## config.mk

```make
export PLATFORM = sky130hd
export DESIGN_NAME = ex_mem_skid_reg
export DESIGN_NICKNAME = d
export VERILOG_FILES = /design/src/rtl/pipe_pkg.sv /design/src/rtl/ex_mem_skid_reg.sv
export SDC_FILE = /design/constraint.sdc
export NUM_CORES = 1
export LEC_CHECK = 0
export ABC_AREA = 1
export BUFFER_PORTS_ARGS = -buffer_cell sky130_fd_sc_hd__buf_2
export CELL_PAD_IN_SITES_DETAIL_PLACEMENT = 1
export CELL_PAD_IN_SITES_GLOBAL_PLACEMENT = 2
export CORE_MARGIN = 8
export CORE_UTILIZATION = 30
export DETAILED_ROUTE_END_ITERATION = 10
export PLACE_DENSITY_LB_ADDON = 0.1
export SYNTH_ARGS = -nofsm -noshare
export SYNTH_HDL_FRONTEND = slang
export SYNTH_SLANG_ARGS = --single-unit
```

## constraint.sdc

```tcl
create_clock -name clk -period 1.9 [get_ports clk]
set_clock_uncertainty 0.1 [all_clocks]
set_input_delay 0.475 -clock clk [delete_from_list [all_inputs] [get_ports clk]]
set_output_delay 0.475 -clock clk [all_outputs]
set_load 0.01 [all_outputs]
```

## src/rtl/pipe_pkg.sv

```systemverilog
// Shared pipeline definitions: default datapath widths, the EX/MEM bundle
// layout and the state encoding of the two-entry skid register.
package pipe_pkg;

  localparam int DEFAULT_DATA_W = 32;
  localparam int DEFAULT_REG_W  = 5;

  typedef struct packed {
    logic [DEFAULT_DATA_W-1:0] alu_result;
    logic [DEFAULT_DATA_W-1:0] store_data;
    logic [DEFAULT_REG_W-1:0]  rd;
    logic                      reg_write;
    logic                      mem_read;
    logic                      mem_write;
  } ex_mem_bundle_t;

  typedef enum logic [1:0] {
    EMPTY = 2'd0,
    ONE   = 2'd1,
    FULL  = 2'd2
  } skid_state_t;

  function automatic logic [1:0] stateOccupancy(input skid_state_t s);
    logic [1:0] occ;
    case (s)
      EMPTY:   occ = 2'd0;
      ONE:     occ = 2'd1;
      FULL:    occ = 2'd2;
      default: occ = 2'd0;
    endcase
    return occ;
  endfunction

endpackage

```

## src/rtl/ex_mem_skid_reg.sv

```systemverilog
// Two-entry elastic EX/MEM pipeline register (head + skid) with a qualified
// forwarding tag/data taken from the head entry only.
module ex_mem_skid_reg
  import pipe_pkg::*;
#(
  parameter int DATA_W = DEFAULT_DATA_W,
  parameter int REG_W  = DEFAULT_REG_W
) (
  input  logic              clk,
  input  logic              rst_n,
  input  logic              ex_valid,
  output logic              ex_ready,
  input  logic [DATA_W-1:0] ex_alu_result,
  input  logic [DATA_W-1:0] ex_store_data,
  input  logic [REG_W-1:0]  ex_rd,
  input  logic              ex_reg_write,
  input  logic              ex_mem_read,
  input  logic              ex_mem_write,
  input  logic              flush,
  output logic              mem_valid,
  input  logic              mem_ready,
  output logic [DATA_W-1:0] mem_alu_result,
  output logic [DATA_W-1:0] mem_store_data,
  output logic [REG_W-1:0]  mem_rd,
  output logic              mem_reg_write,
  output logic              mem_mem_read,
  output logic              mem_mem_write,
  output logic [REG_W-1:0]  ex_mem_rd,
  output logic [DATA_W-1:0] ex_mem_fwd_data,
  output logic [1:0]        occupancy
);

  // Same field layout as pipe_pkg::ex_mem_bundle_t, sized by this instance's parameters.
  typedef struct packed {
    logic [DATA_W-1:0] alu_result;
    logic [DATA_W-1:0] store_data;
    logic [REG_W-1:0]  rd;
    logic              reg_write;
    logic              mem_read;
    logic              mem_write;
  } bundleT;

  skid_state_t state;
  skid_state_t stateNext;
  bundleT      head;
  bundleT      skid;
  bundleT      inBundle;
  logic        exReadyQ;
  logic        headValid;
  logic        push;
  logic        pop;
  logic        loadHeadFromIn;
  logic        loadHeadFromSkid;
  logic        loadSkid;
  logic        fwdHit;

  // Handshake: a transfer happens on a rising edge where valid && ready are both
  // high; valid must not depend on ready, and ready here comes from a flop.
  assign headValid = (state != EMPTY);
  assign push      = ex_valid && exReadyQ;
  assign pop       = headValid && mem_ready;

  assign inBundle = '{
    alu_result: ex_alu_result,
    store_data: ex_store_data,
    rd:         ex_rd,
    reg_write:  ex_reg_write,
    mem_read:   ex_mem_read,
    mem_write:  ex_mem_write
  };

  always_comb begin
    stateNext        = state;
    loadHeadFromIn   = 1'b0;
    loadHeadFromSkid = 1'b0;
    loadSkid         = 1'b0;
    if (flush) begin
      stateNext = EMPTY;
    end else begin
      case (state)
        EMPTY: begin
          if (push) begin
            stateNext      = ONE;
            loadHeadFromIn = 1'b1;
          end
        end
        ONE: begin
          if (push && pop) begin
            loadHeadFromIn = 1'b1;
          end else if (push) begin
            stateNext = FULL;
            loadSkid  = 1'b1;
          end else if (pop) begin
            stateNext = EMPTY;
          end
        end
        FULL: begin
          // ex_ready is low here, so only a pop can move the state.
          if (pop) begin
            stateNext        = ONE;
            loadHeadFromSkid = 1'b1;
          end
        end
        default: stateNext = EMPTY;
      endcase
    end
  end

  always_ff @(posedge clk or negedge rst_n) begin
    if (!rst_n) begin
      state    <= EMPTY;
      head     <= '0;
      skid     <= '0;
      exReadyQ <= 1'b1;
    end else begin
      state    <= stateNext;
      exReadyQ <= (stateNext != FULL);
      if (loadHeadFromIn) begin
        head <= inBundle;
      end else if (loadHeadFromSkid) begin
        head <= skid;
      end
      if (loadSkid) begin
        skid <= inBundle;
      end
    end
  end

  assign ex_ready  = exReadyQ;
  assign mem_valid = headValid;
  assign occupancy = stateOccupancy(state);

  // Payload passes through untouched; control bits are masked by the head valid.
  assign mem_alu_result = head.alu_result;
  assign mem_store_data = head.store_data;
  assign mem_rd         = head.rd;
  assign mem_reg_write  = headValid && head.reg_write;
  assign mem_mem_read   = headValid && head.mem_read;
  assign mem_mem_write  = headValid && head.mem_write;

  // $zero is never forwarded, so a tag of 0 doubles as "no forward".
  assign fwdHit          = headValid && head.reg_write && (head.rd != '0);
  assign ex_mem_rd       = fwdHit ? head.rd : '0;
  assign ex_mem_fwd_data = fwdHit ? head.alu_result : '0;

endmodule

```

==> metrics <==
antenna viol nets, final 0; CP arrival 1.66 ns; RePlAce Congestion 0.705; final WL 24.3 mm; Worst Path Required 1.32 ns; net count after synthesis 1115; post-route setup slack -0.334 ns; Tightest Hold Check Type in -> reg; Post-Synthesis Cells 1038; Detailed Place HPWL 15.9 mm; CP endpoint kind output port; # fillers 3211; Die ar. 31400 sq um; Die Wd 177 um; grt peak-use layer met2; Crit path buffers/inverters 3; Syn Std Cell Area 7800 sq um; GRT Overall Usage 0.160; CP max stage delay 0.39 ns; first drt pass iteration count 4; Top FF cell, synth dfrtp_1; height of the die 177 um; failing checks setup timing; Final Util 0.376; starting density of the core 0.303; status finished, violations left; Synth top area share 0.468; RSZ-0062 raised after global routing true; Final setup viols 37; most frequent cell after synthesis nand2_1; antenna cells 0; Pins Over Slew Limit 0; Design Area, Final 9690 sq um; number of buffers added on ports 189; post-synth top area cell dfrtp_1; Area Growth Syn to Fin 24.2%; TritonCTS clock tree built; Via density 4.53; GRT met1 Usage 0.210; post-synthesis cell type count 21; met3 Use GR 0.0401; leading post-synthesis cells by cell area dfrtp_1 47%, nand2_1 11%, inv_1 9.1%; core area 25800 sq um; Wirelength per Cell 16.2 um; crit path kind reg -> out; Critical Path Start Type flop; Mean Syn Cell Area 7.51 sq um; Hold Vio Cnt, Final 0; Max-Cap Viols 0; vias in the first global route 7208; Worst Max-Slew Pin Slew 0.411 ns; LEAKAGE 5.25 nW; FF/Latch Area 3680 sq um; overflow left after global routing 0; # DRC 0; via count 6795; Post-synth EDFFs 0; TritonCTS buffer count 17; largest net degree at the start of global routing 74; Seq/Total Area, Yosys 0.472; critical path's top delay family buffers and inverters; share of flip-flops with an asynchronous set or reset 1.00; htree depth 4; Power Density 1030 nW/um^2; share of cells above drive strength 1 0.248; Nets 1229; Iteration-0 DRC Markers 300; Final Cycle Share 1.18; multi-input logic area 2690 sq um; synth cell count leaders 220 x nand2_1, 189 x inv_1, 146 x dfrtp_1; met2 usage 0.262; IO Count 190; #FFs+latches synth 147; clk sinks 147; Root Buffer clkbuf_16; first-pass GRT wire length 40.0 mm; min Tclk post-route 2.23 ns; clk slew on worst S/H paths 0.07 ns; yosys warns 0; crit path cell chain inv_2 -> nand4_1 -> o21ai_4 -> buf_12 -> nor2_1 -> buf_2; initial antenna violation count 1; largest fanout on the critical path 29; Placed Area 8890 sq um; clk_lat worst skew 0.42 ns; max frequency 448 MHz; worst rel slew slack 0.726; Slowest cell on crit path dfrtp_1; peak supply drop 0.465 mV; Clock Path Buffers 2; # rows 59
## layout by cell type, fill, tap and decap left out, drive strengths merged
cell	netlist	final
inv	190	193
nand4	74	74
clkinvlp	0	2
bufinv	0	2
o211ai	1	1
dfstp	1	1
dfrtp	146	146
nor2	46	46
clkinv	0	6
nand2	221	221
dlygate4sd3	0	1
nand3	74	74
buf	95	234
clkbuf	45	19
o21ai	145	145
## stage by stage
stage               hold slack (ns)  power [mW]  cells  setup WS [ns]  setup TNS [ns]
CTS                           0.197        10.1   1490         -0.342          -11.80
global route                  0.205        10.7   1500         -0.441          -15.08
detailed placement            0.247        6.55   1457         0.0498               0
finish                        0.211        10.0   1500         -0.334          -11.39
global placement              0.245        6.50   1457         0.0889               0
floorplan                    0.0794        5.90   1038        0.00135               0
## timing repair
action	4_1_cts	5_1_grt
gates cloned	0	0
hold buffers	1	0
hold endpoints to repair	17	0
pin swaps	0	5
resized for setup	4	29
buffers inserted	0	12
endpoints found under the setup margin	40	52
## worst paths after layout
| path | startpoint | to | slack, ns | cells after the start |
|---|---|---|---|---|
| worst min register to register | skid[50]$_DFFE_PN0P_ | skid[50]$_DFFE_PN0P_ | 0.38 | 2 |
| max in group asynchronous | rst_n | ex_ready$_DFF_PN1_ | 0.74 | 3 |
| worst max-delay path | mem_rd[1]$_DFFE_PN0P_ | ex_mem_fwd_data[2] | -0.33 | 6 |
| min in group asynchronous | rst_n | mem_store_data[28]$_DFFE_PN0P_ | 0.37 | 2 |
| worst max register to register | ex_ready$_DFF_PN1_ | mem_alu_result[8]$_DFFE_PN0P_ | 0.17 | 8 |
| worst min-delay path | ex_store_data[20] | skid[28]$_DFFE_PN0P_ | 0.21 | 3 |
## cell families (layout without fill, tap and decap cells)
| logic type | after synthesis | in the layout | synth area share |
|---|---|---|---|
| buffers and inverters | 330 | 457 | 0.195 |
| AOI/OAI and AO/OA | 146 | 146 | 0.0945 |
| DFF | 147 | 147 | 0.472 |
| and+or+nand+nor | 415 | 415 | 0.239 |
## layer usage
metal,part of all wire,routed length [um],vias to the layer above
met2,0.47,11400,112
li1,-,-,3422
met5,0.00054,13,-
met3,0.047,1150,17
met1,0.48,11600,3242
met4,0.0081,197,2
## power by group
part	total, mW	internal (mW)	leakage [nW]	switching, mW
combinational	2.25	0.948	3.17	1.30
sequential	4.28	3.85	1.79	0.429
clock	3.48	2.03	0.291	1.45
## tightest hold or removal path, delay by kind of cell
| family | cells | cell delay [ns] |
|---|---|---|
| buffers and inverters | 2 | 0.15 |
| AO/OA/AOI/OAI | 1 | 0.07 |
## cell type report
cell class | instances | share of cell area
Clock buffer | 19 | 0.0467
Multi-Input combinational cell | 561 | 0.278
Tap cell | 335 | 0.0433
Timing Repair Buffer | 235 | 0.163
Inverter | 190 | 0.0741
Clock inverter | 13 | 0.0155
Sequential cell | 147 | 0.380
## flip-flops by register name, indices dropped and copies added, names as in the netlist
name / cells
ex_ready: 1
skid: 72
mem_alu_result: 32
head: 3
mem_store_data: 32
mem_rd: 5
state: 2
(Power assumes the default switching activity.)
